$ cat src/rtl/trap_seq.sv
// Trap-entry / mret sequencer for the machine-mode CSR file. Owns the CSR
// file's single read and write port while a trap or mret sequence is running.
module trap_seq #(
  parameter bit VECTORED_EN = 1'b1
) (
  input  logic        clk,
  input  logic        rst,
  input  logic        trap_req,
  input  logic [31:0] trap_cause,
  input  logic [31:0] trap_pc,
  input  logic [31:0] trap_val,
  input  logic        mret_req,
  input  logic        core_wb_csr,
  input  logic [11:0] core_waddr,
  input  logic [31:0] core_wdata,
  input  logic [11:0] core_raddr,
  output logic [31:0] core_rdata,
  output logic        wb_csr,
  output logic [11:0] write_addr,
  output logic [31:0] in_data,
  output logic [11:0] addr,
  input  logic [31:0] out_data,
  output logic        busy,
  output logic        redirect_valid,
  output logic [31:0] redirect_pc
);

  localparam logic [11:0] CSR_MSTATUS = 12'h300;
  localparam logic [11:0] CSR_MTVEC   = 12'h305;
  localparam logic [11:0] CSR_MEPC    = 12'h341;
  localparam logic [11:0] CSR_MCAUSE  = 12'h342;
  localparam logic [11:0] CSR_MTVAL   = 12'h343;

  typedef enum logic [3:0] {
    IDLE, T_EPC, T_CAUSE, T_TVAL, T_RD, T_VEC, T_WST, M_RD, M_EPC, M_WST, REDIR
  } state_t;

  state_t      state, state_nx;
  logic [31:0] cause_q, val_q, st_q, tv_q, redirect_pc_q;
  logic [29:0] pc_q, ep_q;
  logic [31:0] trap_st, mret_st, tv_base, trap_target;

  assign core_rdata  = out_data;
  assign redirect_pc = redirect_pc_q;

  // mstatus images written back on trap entry and on mret.
  always_comb begin
    trap_st        = st_q;
    trap_st[7]     = st_q[3];
    trap_st[3]     = 1'b0;
    trap_st[12:11] = 2'b11;
    mret_st        = st_q;
    mret_st[3]     = st_q[7];
    mret_st[7]     = 1'b1;
  end

  always_comb begin
    tv_base     = {tv_q[31:2], 2'b00};
    trap_target = tv_base;
    if (VECTORED_EN && (tv_q[1:0] == 2'b01) && cause_q[31])
      trap_target = tv_base + {cause_q[29:0], 2'b00};
  end

  always_comb begin
    state_nx       = state;
    addr           = CSR_MSTATUS;
    wb_csr         = 1'b0;
    write_addr     = 12'h000;
    in_data        = 32'h0;
    busy           = 1'b1;
    redirect_valid = 1'b0;
    case (state)
      IDLE: begin
        busy       = 1'b0;
        addr       = core_raddr;
        write_addr = core_waddr;
        in_data    = core_wdata;
        // A request claims the write port, so that cycle's core write is dropped.
        if (trap_req)      state_nx = T_EPC;
        else if (mret_req) state_nx = M_RD;
        else               wb_csr   = core_wb_csr;
      end
      T_EPC: begin
        wb_csr = 1'b1; write_addr = CSR_MEPC; in_data = {pc_q, 2'b00};
        state_nx = T_CAUSE;
      end
      T_CAUSE: begin
        wb_csr = 1'b1; write_addr = CSR_MCAUSE; in_data = cause_q;
        state_nx = T_TVAL;
      end
      T_TVAL: begin
        wb_csr = 1'b1; write_addr = CSR_MTVAL; in_data = val_q;
        state_nx = T_RD;
      end
      T_RD:  begin addr = CSR_MSTATUS; state_nx = T_VEC; end
      T_VEC: begin addr = CSR_MTVEC;   state_nx = T_WST; end
      T_WST: begin
        wb_csr = 1'b1; write_addr = CSR_MSTATUS; in_data = trap_st;
        state_nx = REDIR;
      end
      M_RD:  begin addr = CSR_MSTATUS; state_nx = M_EPC; end
      M_EPC: begin addr = CSR_MEPC;    state_nx = M_WST; end
      M_WST: begin
        wb_csr = 1'b1; write_addr = CSR_MSTATUS; in_data = mret_st;
        state_nx = REDIR;
      end
      REDIR: begin redirect_valid = 1'b1; state_nx = IDLE; end
      default: state_nx = IDLE;
    endcase
  end

  always_ff @(posedge clk) begin
    if (rst) begin
      state         <= IDLE;
      cause_q       <= 32'h0;
      pc_q          <= 30'h0;
      val_q         <= 32'h0;
      st_q          <= 32'h0;
      tv_q          <= 32'h0;
      ep_q          <= 30'h0;
      redirect_pc_q <= 32'h0;
    end else begin
      state <= state_nx;
      if (state == IDLE && trap_req) begin
        cause_q <= trap_cause;
        pc_q    <= trap_pc[31:2];
        val_q   <= trap_val;
      end
      if (state == T_RD || state == M_RD) st_q <= out_data;
      if (state == T_VEC) tv_q <= out_data;
      if (state == M_EPC) ep_q <= out_data[31:2];
      // Target is registered on the way into REDIR and then held until the next one.
      if (state == T_WST) redirect_pc_q <= trap_target;
      if (state == M_WST) redirect_pc_q <= {ep_q, 2'b00};
    end
  end

endmodule
$ cat config.mk
export PLATFORM = sky130hd
export DESIGN_NAME = trap_seq
export DESIGN_NICKNAME = d
export VERILOG_FILES = /design/src/rtl/trap_seq.sv
export SDC_FILE = /design/constraint.sdc
export NUM_CORES = 1
export LEC_CHECK = 0
export ABC_AREA = 1
export ABC_CLOCK_PERIOD_IN_PS = 3100
export CORE_ASPECT_RATIO = 1.4
export CORE_UTILIZATION = 45
export CTS_CLUSTER_SIZE = 20
export DETAILED_ROUTE_END_ITERATION = 6
export HOLD_SLACK_MARGIN = 0.05
export PLACE_DENSITY = 0.76
export SYNTH_ARGS = -nofsm -noshare
export SYNTH_HDL_FRONTEND = slang
export SYNTH_SLANG_ARGS = --single-unit
$ cat constraint.sdc
create_clock -name clk -period 3.1 [get_ports clk]
set_input_delay 0.62 -clock clk [delete_from_list [all_inputs] [get_ports clk]]
set_output_delay 0.62 -clock clk [all_outputs]
set_load 0.05 [all_outputs]
==> results.cfg <==
[power_and_ir_drop]
irDropWorstVdd_v = 0.0008462
total_power_mw = 14.75
power-per-cell-area_nw_per_um2 = 904.4
leakagePower_nw = 7.220

[sta]
hold_viol = 0
holdWs_ns = 0.4540
slew_headroom_pct = 55.25
rsz0062_at_grt = true
slew_viol_final = 0
fin_crit_sh_pct = 98.43
worst_slew_pin_slew_ns = 0.6704
max_freq_ghz = 0.3277
fin_worst_skew_ns = 0.01298
setup_viol = 0
min_period_ns = 3.051
timing.final.ws_setup_ns = 0.04872
timing.setup.tns_ns = 0

[setup_path]
endpoint = in_data[6]
rr_startpoint = cause_q[0]
end_kind = output pin
cp.required_ns = 2.48
crit_path_start_kind = flop
worst_r2r_endpoint = redirect_pc[24]
arrival_ns = 2.43
cp_max_fo = 26
worst-r2r-setup-slack_ns = 0.81
worst_r2r_path_depth = 12
worst-setup-path-type = flop to output pin
cp-startpoint = state[3]

[outcome]
status = finished, final reports clean

[synth]
synth_commonest_cells = nand2_1 (315), inv_1 (248), nor2_1 (238), dfxtp_1 (222), o21ai_0 (196)
ys.warnings.count = 0
synthCells = 1798
synth_edf_count = 0
syn_area_um2 = 11950
synthArstFlopShare_pct = 0
synth_flop_cell = dfxtp_1
synth.area.mux_share_pct = 0
synth_xor_area_share_pct = 1.027
ys_seq_elements = 222
synth-compound-area-share_pct = 22.67
yosys-top-cells-area = dfxtp_1 (37%), nand2_1 (9.9%), o21ai_0 (8.2%)
yosysTopAreaCellShare_pct = 37.21
synth-seq-area-share_pct = 37.21
synth-adder-area-share_pct = 3.205
synth-simple-area-share_pct = 21.71
yosys.area.top_type = dfxtp_1
syn_avg_cell_area_um2 = 6.644
synth_top_family_by_area = compound AO/OA/AOI/OAI gates
yosysMostFrequentCell = nand2_1
synth.distinct_cells = 41

[routing]
vias = 12580
initialDrtViolationCount = 888
remaining_drc_errors = 0
wl_per_cell_um = 17.65
wl_um = 41850
first_pass_iters = 7
antenna_left = 0
vias_per_cell = 5.306

[global_route]
grt_overflow = 0
grt_pass1_vias = 11980
grt_busiest_layer = met2
grt_util_all_layers_pct = 29.76
grt_use_met3_pct = 4.459
grtUsageMet2_pct = 53.24
grt_pass1_wl_um = 63620
grt_start_max_net_pins = 55
grt_use_met1_pct = 35.22
antenna_found_initial = 2

[die]
start_util_pct = 45.77
die_x_um = 139.7
die_h_um = 194.8
ios = 312
core_area_um2 = 26100
row_count = 70
dieArea_um2 = 27210

[clocking]
numCtsBuffers = 24
clkLatencyLatePin_ns = 0.53
cts_sinks = 222
cts_tree = yes
root_buffer = clkbuf_16
htree_levels = 1
max-clock-path-buffers = 3
clkTransAtPathRegs_ns = 0.06
ctsHoldBuffers = 0

[place]
placed_cell_area_um2 = 15440
pre_cts_slack_ns = 0.3705
port_buffers = 307
dp_cells = 2325
gp_congestion = 0.9281
dp_hpwl_um = 30800

[layout]
area_delta_synth_final_pct = 36.58
drive_above_1_share_pct = 8.460
final_cell_area_um2 = 16310
nets = 2248
stdcell_count = 2371
fin_util_pct = 62.51

[job]
drv_cap = 0

[hold_path]
hp-start = pc_q[4]
min_path_type = flop to flop
==> flip-flops by register name (all words and copies together), names as in the netlist <==
register,cells
state,4
val_q,32
cause_q,32
st_q,32
tv_q,32
pc_q,30
redirect_pc,30
ep_q,30
==> routing by layer <==
layer  vias to the layer above  part of all wire, %
met5                         -                    0
met4                         0                  4.1
met3                       102                  7.4
met2                       518                   49
met1                      5723                   39
li1                       6237                    -
==> critical path, cell delays in order, from the launching register on <==
cell and delay (ns):
dfxtp_1 0.43, nor2_2 0.10, inv_2 0.13, nor2_4 0.07
nor2_4 0.21, clkinv_8 0.19, a221oi_1 0.40, o21ai_1 0.18
buf_12 0.19
==> power by group <==
part	switching (mW)	internal, mW
Combinational	4.83	2.97
Sequential	0.457	3.62
Clock	1.20	1.69
==> worst min-delay path by stage <==
stage | endpoint | depth (start not counted)
finish | pc_q[4] | 2
global route | val_q[21] | 2
CTS | pc_q[4] | 2
detailed placement | pc_q[4] | 2
global placement | val_q[20] | 2
floorplan | val_q[0] | 2
==> cells by family (layout without fill, tap and decap cells) <==
kind of cell	Yosys count	after routing
buf+inv	390	636
xor+xnor	14	14
compound gates	498	498
fa+ha+maj	30	30
simple gates	643	643
flops	222	222
other cells	1	4
==> cell usage in the layout (no fill, tap or decap), types with 15 or more instances in the layout <==
| cell | count |
|---|---|
| clkbuf_16 | 25 |
| o211ai_1 | 20 |
| nor2_1 | 237 |
| dfxtp_1 | 222 |
| nand2_1 | 314 |
| buf_4 | 42 |
| a221oi_1 | 15 |
| nand3_1 | 66 |
| o22ai_1 | 27 |
| o21ai_1 | 53 |
| a21oi_1 | 166 |
| buf_12 | 55 |
| clkdlybuf4s50_1 | 235 |
| inv_1 | 247 |
| ha_1 | 29 |
| o21ai_0 | 196 |
==> cell type report <==
| cell class | count | area, µm² |
|---|---|---|
| fill | 2402 | 9786 |
| multi-input combinational | 1187 | 5866 |
| sequential | 222 | 4444 |
| timing repair buffer | 335 | 3804 |
| inverter | 258 | 988.4 |
| clock buffer | 39 | 768.2 |
| tap | 324 | 405.4 |
| clock inverter | 3 | 25.02 |
| timing repair inverter | 1 | 8.758 |
| antenna | 2 | 5.005 |
==> timing repair <==
item | in CTS | in global routing
cloned | 0 | 1
pin swaps | 0 | 2
gates resized for setup | 3 | 12
setup buffers | 0 | 1
endpoints found under the setup margin | 30 | 22
(Power assumes the default switching activity.)
